[src/rtl/mac_pkg.sv]
// mac_pkg: shared defaults, FSM encoding and accumulator sizing for mac_seq
package mac_pkg;
  localparam int DW_DEF = 8;
  typedef enum logic [1:0] {IDLE = 2'd0, ACCUM = 2'd1, DONE = 2'd2} state_t;
  function automatic int acc_w(input int dw, input int vec_len);
    return 2 * (dw - 1) + $clog2(vec_len);
  endfunction
endpackage

[src/rtl/mac_lane_sum.sv]
// mac_lane_sum: combinational per-beat positive/negative sums of sign-magnitude lane products
module mac_lane_sum #(
  parameter int DW = 8,
  parameter int LANES = 4,
  localparam int PW = 2 * (DW - 1),
  localparam int SW = PW + $clog2(LANES)
) (
  input  logic [LANES*DW-1:0] a,
  input  logic [LANES*DW-1:0] w,
  input  logic [LANES-1:0]    en,
  output logic [SW-1:0]       pos,
  output logic [SW-1:0]       neg
);
  logic [SW-1:0] p [LANES];
  logic [LANES-1:0] s;
  for (genvar k = 0; k < LANES; k++) begin : g_lane
    assign p[k] = en[k] ? SW'(PW'(a[k*DW +: DW-1]) * PW'(w[k*DW +: DW-1])) : '0;
    assign s[k] = a[k*DW+DW-1] ^ w[k*DW+DW-1];
  end
  always_comb begin
    pos = '0;
    neg = '0;
    for (int k = 0; k < LANES; k++) begin
      pos = pos + (s[k] ? '0 : p[k]);
      neg = neg + (s[k] ? p[k] : '0);
    end
  end
endmodule

[src/rtl/mac_seq.sv]
// mac_seq: pipelined sign-magnitude dot-product MAC with valid/ready handshake
// Define MAC_SEQ_RELU_EN to clamp negative results to zero.
module mac_seq import mac_pkg::*; #(
  parameter int DW = DW_DEF,
  parameter int VEC_LEN = 62,
  parameter int LANES = 4,
  localparam int BEATS = (VEC_LEN + LANES - 1) / LANES,
  localparam int ACC_W = acc_w(DW, VEC_LEN),
  localparam int OUT_W = ACC_W + 1,
  localparam int SW = 2 * (DW - 1) + $clog2(LANES),
  localparam int CW = BEATS > 1 ? $clog2(BEATS) : 1
) (
  input  logic                clk,
  input  logic                rst_n,
  input  logic                start,
  input  logic                in_valid,
  output logic                in_ready,
  input  logic [LANES*DW-1:0] a_in,
  input  logic [LANES*DW-1:0] w_in,
  output logic [OUT_W-1:0]    out,
  output logic                out_valid,
  input  logic                out_ready,
  output logic                busy
);
  state_t state;
  logic [ACC_W-1:0] pos_acc, neg_acc, np, nn;
  logic [CW-1:0] beat_cnt;
  logic [LANES-1:0] en;
  logic [SW-1:0] lp, ln;
  logic [OUT_W-1:0] res;
  always_comb begin
    en = '0;
    for (int k = 0; k < LANES; k++) en[k] = (int'(beat_cnt) * LANES + k) < VEC_LEN;
  end
  mac_lane_sum #(.DW(DW), .LANES(LANES)) u_lane (.a(a_in), .w(w_in), .en(en), .pos(lp), .neg(ln));
  assign np = pos_acc + ACC_W'(lp);
  assign nn = neg_acc + ACC_W'(ln);
`ifdef MAC_SEQ_RELU_EN
  assign res = np > nn ? {1'b0, np - nn} : '0;
`else
  assign res = np > nn ? {1'b0, np - nn} : np < nn ? {1'b1, nn - np} : '0;
`endif
  always_ff @(posedge clk) begin
    if (!rst_n) begin
      state <= IDLE;
      pos_acc <= '0;
      neg_acc <= '0;
      beat_cnt <= '0;
      out <= '0;
      in_ready <= 1'b0;
      out_valid <= 1'b0;
      busy <= 1'b0;
    end else begin
      case (state)
        IDLE: if (start) begin
          state <= ACCUM;
          pos_acc <= '0;
          neg_acc <= '0;
          beat_cnt <= '0;
          in_ready <= 1'b1;
          busy <= 1'b1;
        end
        ACCUM: if (in_valid) begin
          pos_acc <= np;
          neg_acc <= nn;
          beat_cnt <= beat_cnt + 1'b1;
          if (beat_cnt == CW'(BEATS - 1)) begin
            state <= DONE;
            out <= res;
            in_ready <= 1'b0;
            out_valid <= 1'b1;
          end
        end
        DONE: if (out_ready) begin
          state <= IDLE;
          out_valid <= 1'b0;
          busy <= 1'b0;
        end
        default: state <= IDLE;
      endcase
    end
  end
endmodule

[config.mk]
export PLATFORM = sky130hd
export DESIGN_NAME = mac_seq
export DESIGN_NICKNAME = d
export VERILOG_FILES = /design/src/rtl/mac_pkg.sv /design/src/rtl/mac_lane_sum.sv /design/src/rtl/mac_seq.sv
export SDC_FILE = /design/constraint.sdc
export NUM_CORES = 1
export LEC_CHECK = 0
export BUFFER_PORTS_ARGS = -buffer_cell sky130_fd_sc_hd__buf_2
export CAP_MARGIN = 10
export CORE_MARGIN = 2
export CORE_UTILIZATION = 40
export DETAILED_ROUTE_END_ITERATION = 10
export HOLD_SLACK_MARGIN = 0.15
export PLACE_DENSITY_LB_ADDON = 0.2
export SLEW_MARGIN = 20
export SYNTH_ARGS = -nofsm -noshare
export SYNTH_HDL_FRONTEND = slang
export SYNTH_SLANG_ARGS = --single-unit
[constraint.sdc]
create_clock -name clk -period 24.7 [get_ports clk]
set_input_delay 7.41 -clock clk [delete_from_list [all_inputs] [get_ports clk]]
set_output_delay 7.41 -clock clk [all_outputs]
set_load 0.05 [all_outputs]
# After elaboration in Yosys (flattened, before gate mapping)
# Cells that the tools add are included.
[totals] register_bits=70 output_inout_bits=24 word_cells=89
[classes] addsub=14 multipliers=4 n_lt_le_gt_ge=6 eq_ne=7 n_mux=36 bitwise=4 n_reduce_logical=10
[ops] operator="2-to-1 mux 16 bit" n=8
[ops] operator="adder 16 bit" n=6
[ops] operator="one-hot mux 20 bit (2 select lines)" n=2
[ops] operator="2-to-1 mux 20 bit" n=3
[ops] operator="multiplier 7 x 7 -> 14 bit" n=4
[ops] operator="2-to-1 mux 14 bit" n=4
[ops] operator="2-to-1 mux 21 bit" n=2
[ops] operator="adder 20 x 16 -> 20 bit" n=2
[ops] operator="subtractor 20 bit" n=2
[ops] operator="less-than comparator 7 x 6 -> 1 bit (second input constant)" n=3
[ops] operator="greater-than comparator 20 bit" n=1
[ops] operator="less-than comparator 20 bit" n=1
[ops] operator="adder 6 x 2 -> 7 bit (second input constant)" n=2
[ops] operator="AND reduction 4 bit" n=3
[ops] operator="AND reduction 3 bit" n=3
[ops] operator="2-to-1 mux 2 bit" n=4
[ops] operator="2-to-1 mux 4 bit" n=2
[ops] operator="!= test 2 bit (second input constant)" n=4
[ops] operator="one-hot mux 4 bit (2 select lines)" n=1
[ops] operator="adder 6 x 1 -> 7 bit (second input constant)" n=1
[ops] operator="less-than comparator 6 bit (second input constant)" n=1
[ops] operator="2-to-1 mux 1 bit" n=6
[ops] operator="one-hot mux 1 bit (2 select lines)" n=3
[ops] operator="one-hot mux 2 bit (3 select lines)" n=1
[ops] operator="other kinds (7)" n=12

# Longest topological paths before layout
[logic_depth] word_depth=11 depth_mapped=48

# Cells and area by module
# From an unflattened synthesis, not the netlist that was laid out.
[unflattened] hier_cells=2060 hier_area_um2=16538.4
[modules_own_cells] mod="mac_lane_sum" instances=1 cells_each=1261 area_each_um2=10226.1 seq_area_each_um2=0.0
[modules_own_cells] mod="mac_seq" instances=1 cells_each=799 area_each_um2=6312.3 seq_area_each_um2=1401.3

# Worst setup path after synthesis
# OpenSTA, ideal clock, no wires.
[synth_timing] path_kind="input-to-reg" start="input port w_in[25]" end="register out[2]" setup_ns=0.117 arrival_ns=16.906 slack_ns=7.677 cell_stages=45 path_buffers=2 cell_sequence="and2_1 fa_1 inv_1 fa_1 inv_1 fa_1 inv_1 fa_1 inv_1 ha_1 a21boi_0 o21ai_0 a21boi_0 o21ai_0 a21boi_0 nor2_1 and3_1 fa_1 [9 not listed] ha_1 and2_1 a221o_1 nand3_1 a21boi_0 a21boi_4 nor2_1 xnor2_1 ha_1 buf_2 nand4_1 or3_1 nor4_2 a21oi_2 buf_2 a221oi_1 a21oi_1 a22o_1"
[synth_between] elab_chain_len=8 elab_cells_between_ends=14 cone_classes="add/sub (6); mul (1); order compare (2); mux (5)"
[synth_rtl] item="from (decl)" line_no="mac_seq.sv:19" text="input logic [LANES*DW-1:0] w_in,"
[synth_rtl] item="multiplier 7 x 7 -> 14 bit *" line_no="mac_lane_sum.sv:17" text="assign p[k] = en[k] ? SW'(PW'(a[k*DW +: DW-1]) * PW'(w[k*DW +: DW-1])) : '0;"
[synth_rtl] item="2-to-1 mux 14 bit *" line_no="mac_lane_sum.sv:17"
[synth_rtl] item="2-to-1 mux 16 bit, on equally long branches" line_no="mac_lane_sum.sv:25, mac_lane_sum.sv:24"
[synth_rtl] item="adder 16 bit, on equally long branches" line_no="mac_lane_sum.sv:25, mac_lane_sum.sv:24"
[synth_rtl] item="adder 20 x 16 -> 20 bit, on equally long branches" line_no="mac_seq.sv:37, mac_seq.sv:36"
[synth_rtl] item="subtractor 20 bit or less-than comparator 20 bit (tied branches)" line_no="mac_seq.sv:41" text="assign res = np > nn ? {1'b0, np - nn} : np < nn ? {1'b1, nn - np} : '0;"
[synth_rtl] item="2-to-1 mux 21 bit" line_no="mac_seq.sv:41"
[synth_rtl] item="2-to-1 mux 21 bit *" line_no="mac_seq.sv:41"
[synth_rtl] item="to (signal assigned)" line_no="mac_seq.sv:69" text="out <= res;"
[synth_rtl] item="to (decl)" line_no="mac_seq.sv:20" text="output logic [OUT_W-1:0] out,"
# Mark *: on every way between the ends. The rest lies on a longest branch, timed or not.
# A chain may end at the register's enable or synchronous reset.

# Worst setup path after layout
[layout_timing] start="input port w_in[17]" end="register out[9]"
[layout_between] elab_chain_len=9 elab_cells_between_ends=16 cone_classes="add/sub (8); mul (1); order compare (2); mux (5)"
[layout_rtl] item="multiplier 7 x 7 -> 14 bit *" line_no="mac_lane_sum.sv:17"
[layout_rtl] item="2-to-1 mux 14 bit *" line_no="mac_lane_sum.sv:17"
[layout_rtl] item="2-to-1 mux 16 bit, on equally long branches" line_no="mac_lane_sum.sv:25, mac_lane_sum.sv:24"
[layout_rtl] item="adder 16 bit, on equally long branches (2 in series)" line_no="mac_lane_sum.sv:25, mac_lane_sum.sv:24"
[layout_rtl] item="adder 20 x 16 -> 20 bit, on equally long branches" line_no="mac_seq.sv:37, mac_seq.sv:36"
[layout_rtl] item="subtractor 20 bit or less-than comparator 20 bit (tied branches)" line_no="mac_seq.sv:41"
[layout_rtl] item="2-to-1 mux 21 bit" line_no="mac_seq.sv:41"
[layout_rtl] item="2-to-1 mux 21 bit *" line_no="mac_seq.sv:41"
# Marked as above.

==> flow_metrics.tcl <==
set metrics [dict create \
    synth.area.top_cells "fa_1, ha_1, dfxtp_1" \
    critPathMaxFanout 20 \
    dpl.hpwl_microns 33600 \
    syn_nets 2335 \
    synth_compound_area_share_pct 16.8 \
    drt-initial-drc-count 560 \
    antenna_left 0 \
    ys_seq_elements 70 \
    grt_max_degree 62 \
    synthSimpleGateAreaFrac_pct 20.4 \
    clk_path_buf_depth 2 \
    synthArstFlopShare_pct 0 \
    fin_crit_ns 17.96 \
    status "finished clean" \
    ys_seq_area_share_pct 9.16 \
    tns_ns 0 \
    diodes 0 \
    place_congestion 0.889 \
    yosys_warnings 0 \
    synth.most_common_cell "inv_1" \
    ys.flop_type "dfxtp_1" \
    fin_skew_ns 0.00890 \
    hold_path_class "reg2reg" \
    area_growth_pct 8.51 \
    cts_tree "done" \
    wirelength_microns 39500 \
    worst_pin_slew_ns 1.08 \
    synth_top_area_share_pct 20.4 \
    cp_data_arrival_time_ns 18.22 \
    drive_above_1_share_pct 7.48 \
    antenna_found_initial 0 \
    reg2reg_depth 34 \
    htreeDepth 3 \
    syn_area_per_cell_sq_um 8.15 \
    cts_sinks 70 \
    die_h_microns 200 \
    pre_cts_ws_ns 6.42 \
    grt.total_usage_pct 20.3 \
    yosysTopAreaCell "fa_1" \
    hold_buffers 0 \
    placed_cells 2446 \
    synth.mux.area_fraction_pct 0.0654 \
    ios 93 \
    critPathKind "in2reg" \
    num_vias 12800 \
    cts_setup_buffers 0 \
    setup_viol 0 \
    start_kind "primary input" \
    cpPeakStageDelay_ns 0.64 \
    crit_path_frequent_cell "inv_1" \
    cts_buffers 9 \
    synth_xor_xnor_area_share_pct 6.44 \
    synth_edf_count 0 \
    clkTransAtPathRegs_ns 0.06 \
    die_area_sq_um 39800 \
    port_buffers 92 \
    insertion_delay_ns 0.34 \
    rows 71 \
    die_width_microns 200 \
    route.detailed.drc 0 \
    wl_per_cell_microns 16.1 \
    ys_top_cells_by_count "inv_1, ha_1, and2_1" \
    fmax_ghz 0.0557 \
    finalHoldViolCount 0 \
    synth_top_family_by_area "adder cells" \
    netlist_area_sq_um 15300 \
    synthAdderAreaFrac_pct 39.3 \
    min_path_cells 2 \
    critPathSlowestCell "and2_1" \
    slew_headroom_pct 28.0 \
    final.setup.worst_slack_ns 6.74 \
    ys_types 77 \
    fin_nets 2402 \
    viasPerCell 5.20 \
    holdWs_ns 0.449 \
    coreArea_sq_um 37700 \
    start_util_pct 40.6 \
    synthCells 1879 \
    cp.required_ns 24.97 \
    finalCritPeriodShare_pct 72.7 \
    grt_pass1_wl_microns 64800 \
    grt_pass1_vias 12600 \
    crit_path_end_kind "register" \
    grt-ovfl-total 0 \
    rsz0062_at_grt "no" \
    final_cells 2462 \
    ctsResizeCount 0 \
    ctsRootBufferMaster "clkbuf_16" \
    first_pass_iters 5 \
    maxCapViolations 0 \
    slew_violations 0 \
]
==> sequential cells by signal, summed over array words and instances, names as in the netlist <==
| name | cells |
|---|---|
| out | 21 |
| neg_acc | 20 |
| pos_acc | 20 |
| beat_cnt | 4 |
| state | 2 |
| busy | 1 |
| in_ready | 1 |
| out_valid | 1 |
==> logic make-up after synthesis <==
kind of cell / Yosys count
AND/OR/NAND/NOR: 620
adder cells (fa/ha/maj): 387
AO/OA/AOI/OAI: 378
buffers and inverters: 312
XOR/XNOR: 111
flip-flops: 70
multiplexers: 1
==> worst paths after layout <==
path,start,to,slack [ns]
hold reg to reg,out[4],out[4],0.45
setup reg to reg,beat_cnt[2],out[8],15.26
hold / removal,out[4],out[4],0.45
setup / recovery,w_in[17],out[9],6.74
==> area by class of cell <==
class,instances,area [sq um]
clock buffer,9,225
clock inverter,7,96.3
fill,3887,21100
inverter,266,998
multi-input combinational,1497,12700
sequential,70,1400
tap,511,639
timing repair buffer,102,536
==> cell usage in the layout (no fill, tap or decap), types with 9 or more instances in the layout <==
cell       netlist  layout
nor3_1          29      29
o21bai_1        18      18
or3_1           13      13
fa_1           156     156
a22oi_1         34      34
nand3_1         42      42
a21oi_1         99      99
o21ai_0         54      54
buf_4            2      10
dfxtp_1         70      70
and3_1          16      16
a21boi_0        17      17
nand2b_1        11      11
a31oi_1         15      15
ha_1           231     231
xnor2_1         83      83
nor2_1         137     136
and2_1         162     162
o21a_1          16      16
xor2_1          27      26
clkbuf_16        0       9
nor2b_1         18      18
a21o_1          40      40
buf_2            6      92
nand2_1        153     153
inv_1          265     265
==> metrics by stage <==
step / cell area [sq um] / utilization, %
after floorplan: 15300 / -
after global placement: 16300 / 43.2
after detailed placement: 16300 / 43.2
after CTS: 16600 / 44.1
after global routing: 16600 / 44.1
final: 16600 / 44.1
==> layer usage <==
metal,routed length (microns),vias up,share of wire (%),GRT usage (%)
li1,-,6419,-,-
met1,18900,6088,48,28.2
met2,18600,268,47,34.1
met3,1400,30,3.5,2.03
met4,617,0,1.6,4.09
met5,0,-,0,0
==> critical path, delay by kind of cell <==
kind / cells / cell delay, ns
xor gates and xnor gates: 1 / 0.12
AOI/OAI and AO/OA: 13 / 2.70
and+or+nand+nor: 13 / 3.19
adders and majority gates: 10 / 4.27
buffers and inverters: 8 / 0.51
Power is not shown: default switching activity piles up to over one toggle a cycle in this logic, so the estimate is an artifact.
